--- src/rtl/fair_grant_arbiter.sv ---
// Round-robin arbiter with a post-reset warm-up period and a bounded grant hold time.
// A releasing requester moves to lowest priority for the next arbitration.
module fair_grant_arbiter #(
    parameter int N        = 4,
    parameter int MAX_HOLD = 3,
    parameter int WARMUP   = 5
) (
    input  logic                 clock,
    input  logic                 reset,
    input  logic [N-1:0]         req,
    output logic [N-1:0]         gnt,
    output logic                 ready,
    output logic [$clog2(N)-1:0] owner,
    output logic                 busy
);

    localparam int OW = $clog2(N);
    localparam int HW = $clog2(MAX_HOLD + 1);

    typedef enum logic {
        S_IDLE,
        S_GRANT
    } state_t;

    state_t          r_state;
    state_t          w_state_nxt;
    logic [31:0]     r_warm;
    logic [N-1:0]    r_gnt;
    logic [N-1:0]    w_gnt_nxt;
    logic [OW-1:0]   r_owner;
    logic [OW-1:0]   w_owner_nxt;
    logic [OW-1:0]   r_ptr;
    logic [OW-1:0]   w_ptr_nxt;
    logic [HW-1:0]   r_hold;
    logic [HW-1:0]   w_hold_nxt;
    logic            w_ready;
    logic            w_release;
    logic            w_pick_vld;
    logic [OW-1:0]   w_pick_idx;
    logic [OW:0]     w_cand;

    assign w_ready   = (r_warm == 32'(WARMUP));
    assign w_release = (r_state == S_GRANT) &&
                       (!req[r_owner] || (r_hold == HW'(MAX_HOLD - 1)));

    // Search upward from r_ptr with wrap; the extra bit of w_cand absorbs the overflow.
    always_comb begin
        w_pick_vld = 1'b0;
        w_pick_idx = '0;
        w_cand     = '0;
        for (int unsigned k = 0; k < N; k++) begin
            w_cand = {1'b0, r_ptr} + (OW+1)'(k);
            if (w_cand >= (OW+1)'(N)) begin
                w_cand = w_cand - (OW+1)'(N);
            end
            if (!w_pick_vld && req[w_cand[OW-1:0]]) begin
                w_pick_vld = 1'b1;
                w_pick_idx = w_cand[OW-1:0];
            end
        end
    end

    always_comb begin
        w_state_nxt = r_state;
        w_gnt_nxt   = r_gnt;
        w_owner_nxt = r_owner;
        w_ptr_nxt   = r_ptr;
        w_hold_nxt  = r_hold;
        case (r_state)
            S_IDLE: begin
                if (w_ready && w_pick_vld) begin
                    w_state_nxt = S_GRANT;
                    w_owner_nxt = w_pick_idx;
                    w_gnt_nxt   = {{(N-1){1'b0}}, 1'b1} << w_pick_idx;
                    w_hold_nxt  = '0;
                end
            end
            S_GRANT: begin
                if (w_release) begin
                    w_state_nxt = S_IDLE;
                    w_gnt_nxt   = '0;
                    w_ptr_nxt   = (r_owner == OW'(N - 1)) ? '0 : r_owner + 1'b1;
                end else begin
                    w_hold_nxt  = r_hold + 1'b1;
                end
            end
            default: begin
                w_state_nxt = S_IDLE;
                w_gnt_nxt   = '0;
            end
        endcase
    end

    always_ff @(posedge clock) begin
        if (reset) begin
            r_state <= S_IDLE;
            r_warm  <= '0;
            r_gnt   <= '0;
            r_owner <= '0;
            r_ptr   <= '0;
            r_hold  <= '0;
        end else begin
            r_state <= w_state_nxt;
            r_warm  <= (r_warm < 32'(WARMUP)) ? r_warm + 32'd1 : r_warm;
            r_gnt   <= w_gnt_nxt;
            r_owner <= w_owner_nxt;
            r_ptr   <= w_ptr_nxt;
            r_hold  <= w_hold_nxt;
        end
    end

    assign gnt   = r_gnt;
    assign ready = w_ready;
    assign owner = r_owner;
    assign busy  = (r_state == S_GRANT);

    p4_onehot_gnt: assert property (@(posedge clock) $onehot0(gnt));
    p5_warm_bound: assert property (@(posedge clock) r_warm <= 32'(WARMUP));

`ifdef FORMAL
    p0_trivial:   assert property (@(posedge clock) s_eventually 1'b1);
    p1_ready:     assert property (@(posedge clock) s_eventually ready);
    p2_warm_done: assert property (@(posedge clock) s_eventually (r_warm == 32'(WARMUP)));
    for (genvar gi = 0; gi < N; gi++) begin : g_live
        p3_service: assert property (@(posedge clock)
            req[gi] |-> s_eventually (gnt[gi] || !req[gi]));
    end
`endif

endmodule

--- config.mk ---
export PLATFORM = sky130hd
export DESIGN_NAME = fair_grant_arbiter
export DESIGN_NICKNAME = d
export VERILOG_FILES = /design/src/rtl/fair_grant_arbiter.sv
export SDC_FILE = /design/constraint.sdc
export NUM_CORES = 1
export LEC_CHECK = 0
export ABC_AREA = 1
export CAP_MARGIN = 10
export CORE_MARGIN = 3
export CORE_UTILIZATION = 37
export DETAILED_ROUTE_END_ITERATION = 12
export HOLD_SLACK_MARGIN = 0.15
export MAX_ROUTING_LAYER = met4
export SKIP_CTS_REPAIR_TIMING = 1
export SLEW_MARGIN = 10
export SYNTH_ARGS = -nofsm -noshare
export SYNTH_HDL_FRONTEND = slang
export SYNTH_SLANG_ARGS = --single-unit
--- constraint.sdc ---
create_clock -name clock -period 1.65 [get_ports clock]
set_input_delay 0.165 -clock clock [delete_from_list [all_inputs] [get_ports clock]]
set_output_delay 0.165 -clock clock [all_outputs]
set_load 0.02 [all_outputs]
Yosys cells after proc, flatten, opt, wreduce, memory -nomap -nowiden
Cells that the tools add are included.
{"block": "totals", "register_bits": 43, "latch_bits": 0, "ram_bits": 0, "romBits": 0, "inputBits": 6, "output_inout_bits": 8, "memories": 0}
{"block": "classes", "add_sub_neg": 10, "n_mul": 0, "div": 0, "magnitude_cmp": 10, "n_eq_ne": 6, "n_shift": 1, "n_mux": 32, "n_bitwise": 1, "n_reduce_logical": 14}
{"op": "32-bit by 1-bit adder with 32-bit output, second input constant", "count": 1}
{"op": "32-bit by 3-bit equality test with 1-bit output, second input constant", "count": 1}
{"op": "32-bit by 3-bit < comparator with 1-bit output, second input constant", "count": 1}
{"op": "2-bit two-way mux", "count": 11}
{"op": "2-bit by 3-bit < comparator with 1-bit output, second input constant", "count": 5}
{"op": "1-bit two-way mux", "count": 11}
{"op": "1-bit binary-select mux with 2-bit select", "count": 5}
{"op": "3-bit >= comparator, second input constant", "count": 3}
{"op": "4-bit two-way mux", "count": 2}
{"op": "4-bit one-hot mux with 2 select lines", "count": 1}
{"op": "2-bit AND reduction", "count": 4}
{"op": "2-bit by 1-bit subtractor with 2-bit output, second input constant", "count": 4}
{"op": "2-bit by 2-bit adder with 3-bit output, second input constant", "count": 2}
{"op": "1-bit logical AND", "count": 5}
{"op": "2-bit by 1-bit adder with 2-bit output, second input constant", "count": 2}
{"op": "2-bit equality test, second input constant", "count": 2}
{"op": "1-bit logical NOT", "count": 4}
{"op": "2-bit != test, second input constant", "count": 2}
{"op": "2-bit one-hot mux with 2 select lines", "count": 1}
{"op": "1-bit by 2-bit left shift with 4-bit output, first input constant", "count": 1}
{"op": "2-bit by 1-bit adder with 3-bit output, second input constant", "count": 1}
{"op": "2-bit by 3-bit >= comparator with 1-bit output, second input constant", "count": 1}
{"op": "2-bit by 1-bit != test with 1-bit output, second input constant", "count": 1}
{"op": "1-bit one-hot mux with 2 select lines", "count": 1}
{"op": "other kinds (2)", "count": 2}

Depth between registers and ports, before layout
Gate-level depths: netlist (run 1).
{"block": "logic_depth", "depth_word": 17, "ltp_mapped": 13}

Worst setup path before layout (run 1)
No wires, ideal clock.
{"block": "synth_path", "path_kind": "register -> register", "from": "register r_warm[1]", "to": "register r_gnt[2] (netlist: gnt[2])", "setup_time_ns": 0.065, "t_arrival_ns": 1.595, "path_slack_ns": -0.010, "path_stages_with_launch": 13, "cell_sequence": "dfxtp_1 > inv_1 > ha_1 > nand3_1 > nor2_1 > nand2_1 > nor2_2 > nand2_1 > nor2_8 > nand2_1 > nor2_1 > nor2_1 > nor2_1"}
{"block": "synth_between", "elab_chain_len": 4}
{"element": "start: declaration", "line_no": "27", "text": "logic [31:0] r_warm;"}
{"element": "start signal: assignment", "line_no": "104", "text": "r_warm <= (r_warm < 32'(WARMUP)) ? r_warm + 32'd1 : r_warm;"}
{"element": "32-bit by 3-bit equality test with 1-bit output", "line_no": "42", "text": "assign w_ready = (r_warm == 32'(WARMUP));"}
{"element": "net ready", "line_no": "12", "text": "output logic ready,"}
{"element": "1-bit logical AND", "line_no": "71", "text": "if (w_ready && w_pick_vld) begin"}
{"element": "2-bit != test (no line)"}
{"element": "2-bit AND reduction (no line)"}
{"element": "end signal: assignment", "line_no": "105", "text": "r_gnt <= w_gnt_nxt;"}
{"element": "end: declaration", "line_no": "28", "text": "logic [N-1:0] r_gnt;"}
The timed path passes the listed nets, and every way through them passes these cells.
A chain may end at the register's enable or synchronous reset.

Worst setup path in the final report (run 1)
{"block": "layout_path", "from": "register r_warm[1]", "to": "output port ready"}
{"block": "layout_between", "elab_chain_len": 1}
{"element": "32-bit by 3-bit equality test with 1-bit output", "line_no": "42"}
{"element": "end: declaration", "line_no": "12"}
Every way passes these cells.

==> flow_metrics.env, run 1 <==
export IMPL_synth_seq_cells=43
export IMPL_setup_ws_ns=0.08026
export IMPL_cts_sinks=43
export IMPL_p_per_area_nw_per_um2=836.7
export IMPL_startpoint_type="flip-flop"
export IMPL_tightestPinTransition_ns=0.3004
export IMPL_fin_crit_ns=1.570
export IMPL_root_buffer="clkbuf_8"
export IMPL_vias_per_cell=4.344
export IMPL_routed_wl_mm=3.521
export IMPL_areaGrowthSynthToFinish_pct=28.05
export IMPL_clk_path_buf_depth=2
export IMPL_crit_chain="inv_2, ha_1, nand3_1, nor2_1, nand2_2, nor2_4, buf_2"
export IMPL_tns_ns=0
export IMPL_reg2reg_to="gnt[2]"
export IMPL_fillers=491
export IMPL_path_clk_slew_ns=0.08
export IMPL_arrival_ns=1.40
export IMPL_crit_end="ready"
export IMPL_async_flop_share=0
export IMPL_vias=1642
export IMPL_initial_core_util=0.3987
export IMPL_first_global_vias=1485
export IMPL_dr_pass1_iters=4
export IMPL_synthTopCellsByCount="nor2_1 (59), nand2_1 (54), inv_1 (50)"
export IMPL_antenna_found_initial=0
export IMPL_synth_area_leaders="dfxtp_1 (44%), nor2_1 (11%), nand2_1 (10%)"
export IMPL_synth_top_family_by_area="simple AND/OR/NAND/NOR gates"
export IMPL_antenna_left=0
export IMPL_worst_path_max_delay_cell="dfxtp_2"
export IMPL_synth_largest_area_cell="dfxtp_1"
export IMPL_crit_path_end_kind="output port"
export IMPL_period_share=0.9514
export IMPL_path_delay_family="simple AND/OR/NAND/NOR gates"
export IMPL_first_iter_violations=53
export IMPL_die_area_um2=6201
export IMPL_antennaDiodeCount=0
export IMPL_skew_ns=0.004515
export IMPL_port_buffers=13
export IMPL_synth_ff_type="dfxtp_1"
export IMPL_slew_violations=0
export IMPL_ys_warnings_count=0
export IMPL_grt_use_total=0.1258
export IMPL_grt_ovfl_total=0
export IMPL_htreeDepth=2
export IMPL_syn_num_nets=288
export IMPL_maxCapViolCount=0
export IMPL_synth_cell_types=22
export IMPL_finalSetupViolCount=0
export IMPL_seqCellArea_um2=867.1
export IMPL_synth_compound_area_frac=0.07987
export IMPL_regToRegSetupSlack_ns=0.10
export IMPL_coreArea_um2=4911
export IMPL_synthAdderAreaFrac=0.03195
export IMPL_synth_most_common_cell="nor2_1"
export IMPL_r2r_cells=11
export IMPL_max_stage_delay_ns=0.33
export IMPL_cp_max_fo=2
export IMPL_grt_max_degree=31
export IMPL_peakVddDrop_mv=0.4308
export IMPL_avgRoutedWirePerCell_um=9.315
export IMPL_numCtsBuffers=5
export IMPL_slew_headroom=0.7990
export IMPL_rsz0062_at_grt="true"
export IMPL_grt_pass1_wl_mm=6.072
export IMPL_std_cell_rows=25
export IMPL_hp_class="reg -> reg"
export IMPL_hpwlAfterDp_mm=2.573
export IMPL_multi_input_area_um2=963.4
export IMPL_synthCells=277
export IMPL_synth_top_cell_area_share=0.4396
export IMPL_synth_xor_area_frac=0
export IMPL_fp_dieW_um=78.75
export IMPL_worst_path_buf_inv=2
export IMPL_hold_viol=0
export IMPL_finalNetCount=322
export IMPL_synthSimpleGateAreaFrac=0.3355
export IMPL_die_h_um=78.75
export IMPL_crit_type="reg -> out"
export IMPL_drc=0
export IMPL_cp_depth=7
export IMPL_netlist_area_um2=1958
export IMPL_worstReg2RegStart="r_ptr[0]"
export IMPL_ios=14
export IMPL_startpoint="r_warm[1]"
export IMPL_p_leak_uw=0.001112
export IMPL_seq_area_frac_synth=0.4396
export IMPL_synth_edf_count=0
export IMPL_gp_congestion=0.8190
export IMPL_synth_area_per_cell_um2=7.069
export IMPL_cp_required_ns=1.48
export IMPL_synth_mux_area_frac=0
export IMPL_dp_slack_ns=-0.1474
export IMPL_status="finished clean"
export IMPL_layout_drive_gt1_share=0.2186
export IMPL_cts_tree="built"
export IMPL_holdWs_ns=0.4214
export IMPL_clock_fmax_mhz=637.0
export IMPL_insertion_delay_ns=0.29
## worst min path at each step
stage,start,end,slack [ns],depth (start not counted)
2_1_floorplan,r_warm[11],r_warm[11],0.40,2
6_report,r_warm[7],r_warm[7],0.42,2
5_1_grt,r_warm[6],r_warm[6],0.43,2
3_3_place_gp,r_warm[18],r_warm[18],0.41,2
4_1_cts,r_warm[25],r_warm[25],0.43,2
3_5_place_dp,r_warm[7],r_warm[7],0.41,2
## metrics by stage
step | instances | total power, µW | util | instance area, µm²
floorplan | 277 | 1231 | - | 1963
global placement | 370 | 1327 | 0.4706 | 2311
detailed placement | 370 | 1327 | 0.4706 | 2311
CTS | 377 | 2110 | 0.4915 | 2414
global route | 378 | 2201 | 0.5106 | 2507
finish | 378 | 2098 | 0.5106 | 2507
## where the power goes
part / internal (µW) / switching [µW]
logic: 111 / 142
clock network: 444 / 334
registers: 1050 / 13.3
## sequential cells by signal, indices dropped and copies added (netlist names)
| name | flops |
|---|---|
| owner | 2 |
| r_hold | 2 |
| r_warm | 32 |
| gnt | 4 |
| busy | 1 |
| r_ptr | 2 |
## cell families after synthesis
| family | count (synthesis) |
|---|---|
| compound gates | 28 |
| fa+ha+maj | 5 |
| buf+inv | 57 |
| flops | 43 |
| simple gates | 144 |
## layer usage
metal  GRT usage  wire length [µm]  up-vias
met5           -                 0        -
met4     0.05245                59        0
met3     0.03061                92        7
met2      0.2020              1604       16
met1      0.1516              1765      717
li1            -                 -      902
## area by class of cell
type                    instances  share of cell area
multi-input cells             177              0.3842
flip-flops and latches         43              0.3458
repair buffers                 32              0.1168
inverters                      52             0.07884
well taps                      67             0.03343
clock buffers                   6             0.02894
clock inverters                 1             0.01198
## cells in the final DEF, fill, tap and decap left out, types with 2 or more instances in the layout
| cell | count |
|---|---|
| a21oi_1 | 11 |
| a21oi_2 | 3 |
| buf_12 | 2 |
| buf_4 | 17 |
| clkbuf_8 | 5 |
| clkdlybuf4s50_1 | 12 |
| dfxtp_1 | 40 |
| dfxtp_2 | 2 |
| ha_1 | 5 |
| inv_1 | 49 |
| inv_2 | 2 |
| nand2_1 | 43 |
| nand2_2 | 12 |
| nand2_4 | 6 |
| nand3_1 | 12 |
| nand3_4 | 3 |
| nor2_1 | 56 |
| nor2_2 | 4 |
| nor2_4 | 5 |
| o21ai_0 | 10 |
| o21ai_1 | 2 |
## worst reg2reg max path: stages, from the launching register on
cell and delay [ns]:
dfxtp_4 0.37, buf_12 0.14, nand2_4 0.07, nand2_4 0.06
o21ai_2 0.17, buf_4 0.15, nor2_4 0.05, nor2_8 0.17
nand2_1 0.07, nor2_1 0.11, nor2_1 0.05, nor2_1 0.09
No activity file was read; power rests on OpenSTA's default activity.
==> inputs of run 2 (changes only) <==
Settings changed: CAP_MARGIN 10 to 20, CORE_UTILIZATION 37 to 25.
==> run 2 against run 1 <==
Compared with the run above:
- the run now ends with setup timing left
- hold slack better by 0.0023 ns
- combinational power grew 15%
- sequential power hardly changed
- maximum frequency down 7.3%
- final cell count grew 10%
- first-iteration DRC count rose by 9.4%
- core utilization down 15 points
- power grew 4.3%
- largest cell class unchanged
==> flow_metrics.env, run 2 (synthesis results as in run 1) <==
export IMPL_initial_core_util=0.2643
export IMPL_fin_crit_ns=1.694
export IMPL_holdWs_ns=0.4237
export IMPL_cts_sinks=43
export IMPL_slew_violations=0
export IMPL_internal_power_uw=1671
export IMPL_post_route_util=0.3636
export IMPL_cp_max_fo=8
export IMPL_gp_congestion=0.8890
export IMPL_fp_dieW_um=94.50
export IMPL_vias=1704
export IMPL_p_seq_frac=0.489
export IMPL_hpwlAfterDp_mm=2.775
export IMPL_path_clk_slew_ns=0.08
export IMPL_grt_pass1_wl_mm=6.568
export IMPL_finalSetupViolCount=3
export IMPL_startpoint_type="flip-flop"
export IMPL_die_area_um2=8930
export IMPL_root_buffer="clkbuf_8"
export IMPL_ios=14
export IMPL_p_comb_frac=0.133
export IMPL_clockPowerShare=0.378
export IMPL_clk_path_buf_depth=2
export IMPL_hold_viol=0
export IMPL_dr_pass1_iters=4
export IMPL_antenna_found_initial=0
export IMPL_antennaDiodeCount=0
export IMPL_vias_per_cell=4.096
export IMPL_final_common_cell="nor2_1"
export IMPL_die_h_um=94.50
export IMPL_coreArea_um2=7408
export IMPL_crit_type="reg -> reg"
export IMPL_tns_ns=-0.09216
export IMPL_sw_frac_of_total=0.2364
export IMPL_skew_ns=0.006392
export IMPL_status="complete, but fails checks"
export IMPL_max_stage_delay_ns=0.40
export IMPL_setup_ws_ns=-0.04394
export IMPL_peakVddDrop_mv=0.3235
export IMPL_crit_path_end_kind="flip-flop"
export IMPL_first_iter_violations=58
export IMPL_path_delay_family="simple AND/OR/NAND/NOR gates"
export IMPL_grt_ovfl_total=0
export IMPL_hp_class="reg -> reg"
export IMPL_htreeDepth=2
export IMPL_path_common_cell="nand2_2"
export IMPL_avgRoutedWirePerCell_um=9.483
export IMPL_first_global_vias=1604
export IMPL_slew_headroom=0.8242
export IMPL_crit_chain="buf_12, nand2_1, nand2_2, nand2_2, nand2_4, nand3_4, nor2_4, nor2_8, buf_12, nor2_4, nand2_2, a21oi_2"
export IMPL_top_register="r_warm"
export IMPL_largest_register_ffs=32
export IMPL_finalNetCount=327
export IMPL_std_cell_rows=31
export IMPL_clock_fmax_mhz=590.3
export IMPL_antenna_left=0
export IMPL_final_cell_mix="nor2_1 (56), inv_1 (47), dfxtp_1 (40)"
export IMPL_p_leak_uw=0.001154
export IMPL_violations="setup timing"
export IMPL_grt_use_total=0.09387
export IMPL_rsz0062_at_grt="true"
export IMPL_port_buffers=13
export IMPL_cp_required_ns=1.88
export IMPL_switchingPower_uw=517.4
export IMPL_layout_drive_gt1_share=0.2934
export IMPL_areaGrowthSynthToFinish_pct=37.57
export IMPL_arrival_ns=1.92
export IMPL_routed_wl_mm=3.945
export IMPL_tightestPinTransition_ns=0.2610
export IMPL_maxCapViolCount=0
export IMPL_numCtsBuffers=5
export IMPL_drc=0
export IMPL_worst_path_buf_inv=2
export IMPL_cts_tree="built"
export IMPL_period_share=1.027
export IMPL_insertion_delay_ns=0.28
export IMPL_grt_max_degree=20
export IMPL_p_per_area_nw_per_um2=812.4
export IMPL_worst_path_max_delay_cell="dfxtp_4"
==> run 2: cell types whose count changed in the layout (fill, tap and decap cells not counted), sizes merged <==
cell,before,now
clkinv,0,1
buf,20,25
==> run 2: routing by layer <==
| layer | vias to the layer above | GRT usage | part of all wire | routed length, µm |
|---|---|---|---|---|
| met5 | - | - | 0 | 0 |
| li1 | 911 | - | - | - |
| met1 | 768 | 0.1088 | 0.47 | 1867 |
| met4 | 0 | 0.02885 | 0.0038 | 15 |
| met3 | 2 | 0.02629 | 0.036 | 143 |
| met2 | 23 | 0.1578 | 0.49 | 1918 |
==> run 2: through the flow <==
stage               setup slack (ns)  total power, µW  instance area [µm²]  std cells
floorplan                    0.06434             1231                 1963        277
global placement             -0.1271             1321                 2354        404
detailed placement           -0.1189             1327                 2354        404
CTS                          -0.3609             2165                 2471        412
global route                 -0.1592             2293                 2694        416
finish                      -0.04394             2188                 2694        416
==> run 2: path summary, 6_finish.rpt <==
path | cells past startpoint | end | startpoint | slack, ns
hold reg to reg | 2 | r_warm[10] | r_warm[10] | 0.42
setup / recovery | 12 | gnt[0] | r_ptr[0] | -0.04
hold / removal | 2 | r_warm[10] | r_warm[10] | 0.42
setup reg to reg | 12 | gnt[0] | r_ptr[0] | -0.04
==> run 2: power groups by stage <==
stage,registers [µW],clock network (µW),logic [µW]
finish,1070,828,291
global route,1070,896,325
CTS,1060,862,238
detailed placement,1090,0,237
global placement,1090,0,231
floorplan,1100,0,136
==> run 2: final cells by class <==
class / count / area (µm²)
Clock buffer: 6 / 82.58
Clock inverter: 2 / 35.03
Fill cell: 791 / 4715
Inverter: 52 / 205.2
Multi-Input combinational cell: 177 / 1035
Sequential cell: 43 / 867.1
Tap cell: 99 / 123.9
Timing Repair Buffer: 37 / 345.3
==> run 2: tightest hold or removal path: cells and delay by family, from the launching register on <==
family,cells,cell delay [ns]
buffers and inverters,1,0.05
DFF,1,0.31
and+or+nand+nor,1,0.03
==> inputs of run 3 (changes only) <==
Settings changed: CORE_UTILIZATION 25 to 45.
==> run 3 against run 2 <==
Compared with the run above:
- the flow now finishes without violations
- maximum frequency grew 5.0%
- clock power is 6.2% lower
- sequential power about the same
- critical path depth fell by 1
- worst setup slack better by 0.081 ns
- sequential cell count unchanged
- sequential share of layout area up 0.91 points
- die area decreased by 42%
- final cell count shrank 12%
- register-to-register slack gained 0.08 ns
- first-iteration DRC count is 19% higher
- non-clock buffer count is 1 lower
- critical endpoint is now gnt[1]
- largest cell class unchanged
- highest routed layer unchanged
==> flow_metrics.env, run 3 (synthesis results as in run 1) <==
export IMPL_gp_congestion=0.8030
export IMPL_peakVddDrop_mv=0.6811
export IMPL_crit_chain="buf_8, nand2_2, nand2_4, nand2_4, nand2_4, nand3_4, nor2_4, nor2_8, nor2_4, nand2_2, a21oi_2"
export IMPL_clk_path_buf_depth=2
export IMPL_worst_path_max_delay_cell="dfxtp_4"
export IMPL_slew_headroom=0.8307
export IMPL_p_per_area_nw_per_um2=814.0
export IMPL_die_h_um=71.97
export IMPL_grt_max_degree=21
export IMPL_worst_path_buf_inv=1
export IMPL_die_area_um2=5179
export IMPL_period_share=0.9775
export IMPL_setup_ws_ns=0.03705
export IMPL_coreArea_um2=4086
export IMPL_first_iter_violations=69
export IMPL_ios=14
export IMPL_layout_cells_non_filler=365
export IMPL_dp_slack_ns=-0.1612
export IMPL_layout_drive_gt1_share=0.3175
export IMPL_max_stage_delay_ns=0.39
export IMPL_p_comb_frac=0.139
export IMPL_p_seq_frac=0.498
export IMPL_cp_required_ns=1.88
export IMPL_p_leak_uw=0.001145
export IMPL_sw_frac_of_total=0.2421
export IMPL_hp_class="reg -> reg"
export IMPL_rsz0062_at_grt="true"
export IMPL_status="finished clean"
export IMPL_hpwlAfterDp_mm=2.751
export IMPL_maxCapViolCount=0
export IMPL_grt_ovfl_total=0
export IMPL_areaGrowthSynthToFinish_pct=34.57
export IMPL_grt_use_total=0.1681
export IMPL_vias_per_cell=4.542
export IMPL_fin_crit_ns=1.613
export IMPL_placed_cell_area_um2=2280
export IMPL_top_register="r_warm"
export IMPL_antenna_left=0
export IMPL_crit_path_end_kind="flip-flop"
export IMPL_arrival_ns=1.84
export IMPL_antenna_found_initial=0
export IMPL_routed_wl_mm=4.021
export IMPL_finalSetupViolCount=0
export IMPL_vias=1658
export IMPL_holdWs_ns=0.4225
export IMPL_final_common_cell="nor2_1"
export IMPL_dr_pass1_iters=4
export IMPL_slew_violations=0
export IMPL_design_area_um2=2635
export IMPL_tns_ns=0
export IMPL_cp_max_fo=8
export IMPL_path_clk_slew_ns=0.08
export IMPL_initial_core_util=0.4792
export IMPL_largest_register_ffs=32
export IMPL_fillers=363
export IMPL_internal_power_uw=1626
export IMPL_switchingPower_uw=519.2
export IMPL_drc=0
export IMPL_antennaDiodeCount=0
export IMPL_std_cell_rows=23
export IMPL_root_buffer="clkbuf_8"
export IMPL_dp_cells=355
export IMPL_clockPowerShare=0.362
export IMPL_cts_sinks=43
export IMPL_final_cell_mix="nor2_1 (54), inv_1 (47), dfxtp_1 (38)"
export IMPL_path_common_cell="nand2_4"
export IMPL_fp_dieW_um=71.97
export IMPL_tightestPinTransition_ns=0.2520
export IMPL_htreeDepth=2
export IMPL_finalNetCount=326
export IMPL_startpoint_type="flip-flop"
export IMPL_numCtsBuffers=5
export IMPL_path_delay_family="simple AND/OR/NAND/NOR gates"
export IMPL_crit_type="reg -> reg"
export IMPL_port_buffers=13
export IMPL_hold_viol=0
export IMPL_grt_pass1_wl_mm=6.727
export IMPL_cts_tree="built"
export IMPL_avgRoutedWirePerCell_um=11.02
export IMPL_skew_ns=0.006702
export IMPL_first_global_vias=1555
export IMPL_worstReg2RegStart="r_ptr[0]"
export IMPL_clock_fmax_mhz=620.0
export IMPL_startpoint="r_ptr[0]"
export IMPL_hold_start="r_warm[10]"
export IMPL_insertion_delay_ns=0.29
[run 3: cell count changes in the layout (fill, tap and decap cells not counted), sizes merged]
cell / previous run / this run
buf: 25 / 24
clkinv: 1 / 0
[run 3: stage by stage]
step	total power (µW)	utilization
floorplan	1231	-
global placement	1325	0.5579
detailed placement	1326	0.5579
CTS	2099	0.5830
global route	2242	0.6448
finish	2145	0.6448
[run 3: area by class of cell]
type | count | area, µm² | area share
multi-input combinational | 177 | 1084 | 0.4112
clock inverter | 1 | 30.03 | 0.01140
clock buffer | 6 | 72.57 | 0.02754
tap | 50 | 62.56 | 0.02374
inverter | 52 | 202.7 | 0.07692
timing repair buffer | 36 | 311.5 | 0.1182
sequential | 43 | 872.1 | 0.3310
[run 3: routing by layer]
| layer | vias to the layer above | part of all wire | track usage |
|---|---|---|---|
| li1 | 907 | - | - |
| met1 | 730 | 0.47 | 0.2175 |
| met2 | 15 | 0.49 | 0.2612 |
| met3 | 6 | 0.028 | 0.03324 |
| met4 | 0 | 0.015 | 0.06263 |
| met5 | - | 0 | - |
[run 3: power by group through the flow]
stage / Sequential, µW / Combinational, µW / Clock, µW
2_1_floorplan: 1100 / 136 / 0
3_3_place_gp: 1090 / 234 / 0
3_5_place_dp: 1090 / 237 / 0
4_1_cts: 1070 / 238 / 796
5_1_grt: 1070 / 333 / 837
6_report: 1070 / 299 / 777
[run 3: worst paths after layout]
check / to / slack, ns / depth (start not counted)
setup / recovery: gnt[1] / 0.04 / 11
hold / removal: r_warm[10] / 0.42 / 2
setup reg to reg: gnt[1] / 0.04 / 11
hold reg to reg: r_warm[10] / 0.42 / 2
[run 3: worst min-delay path, cell delays in order (launching register included)]
cell	delay (ns)
dfxtp_1	0.31
inv_1	0.05
nor2_1	0.03
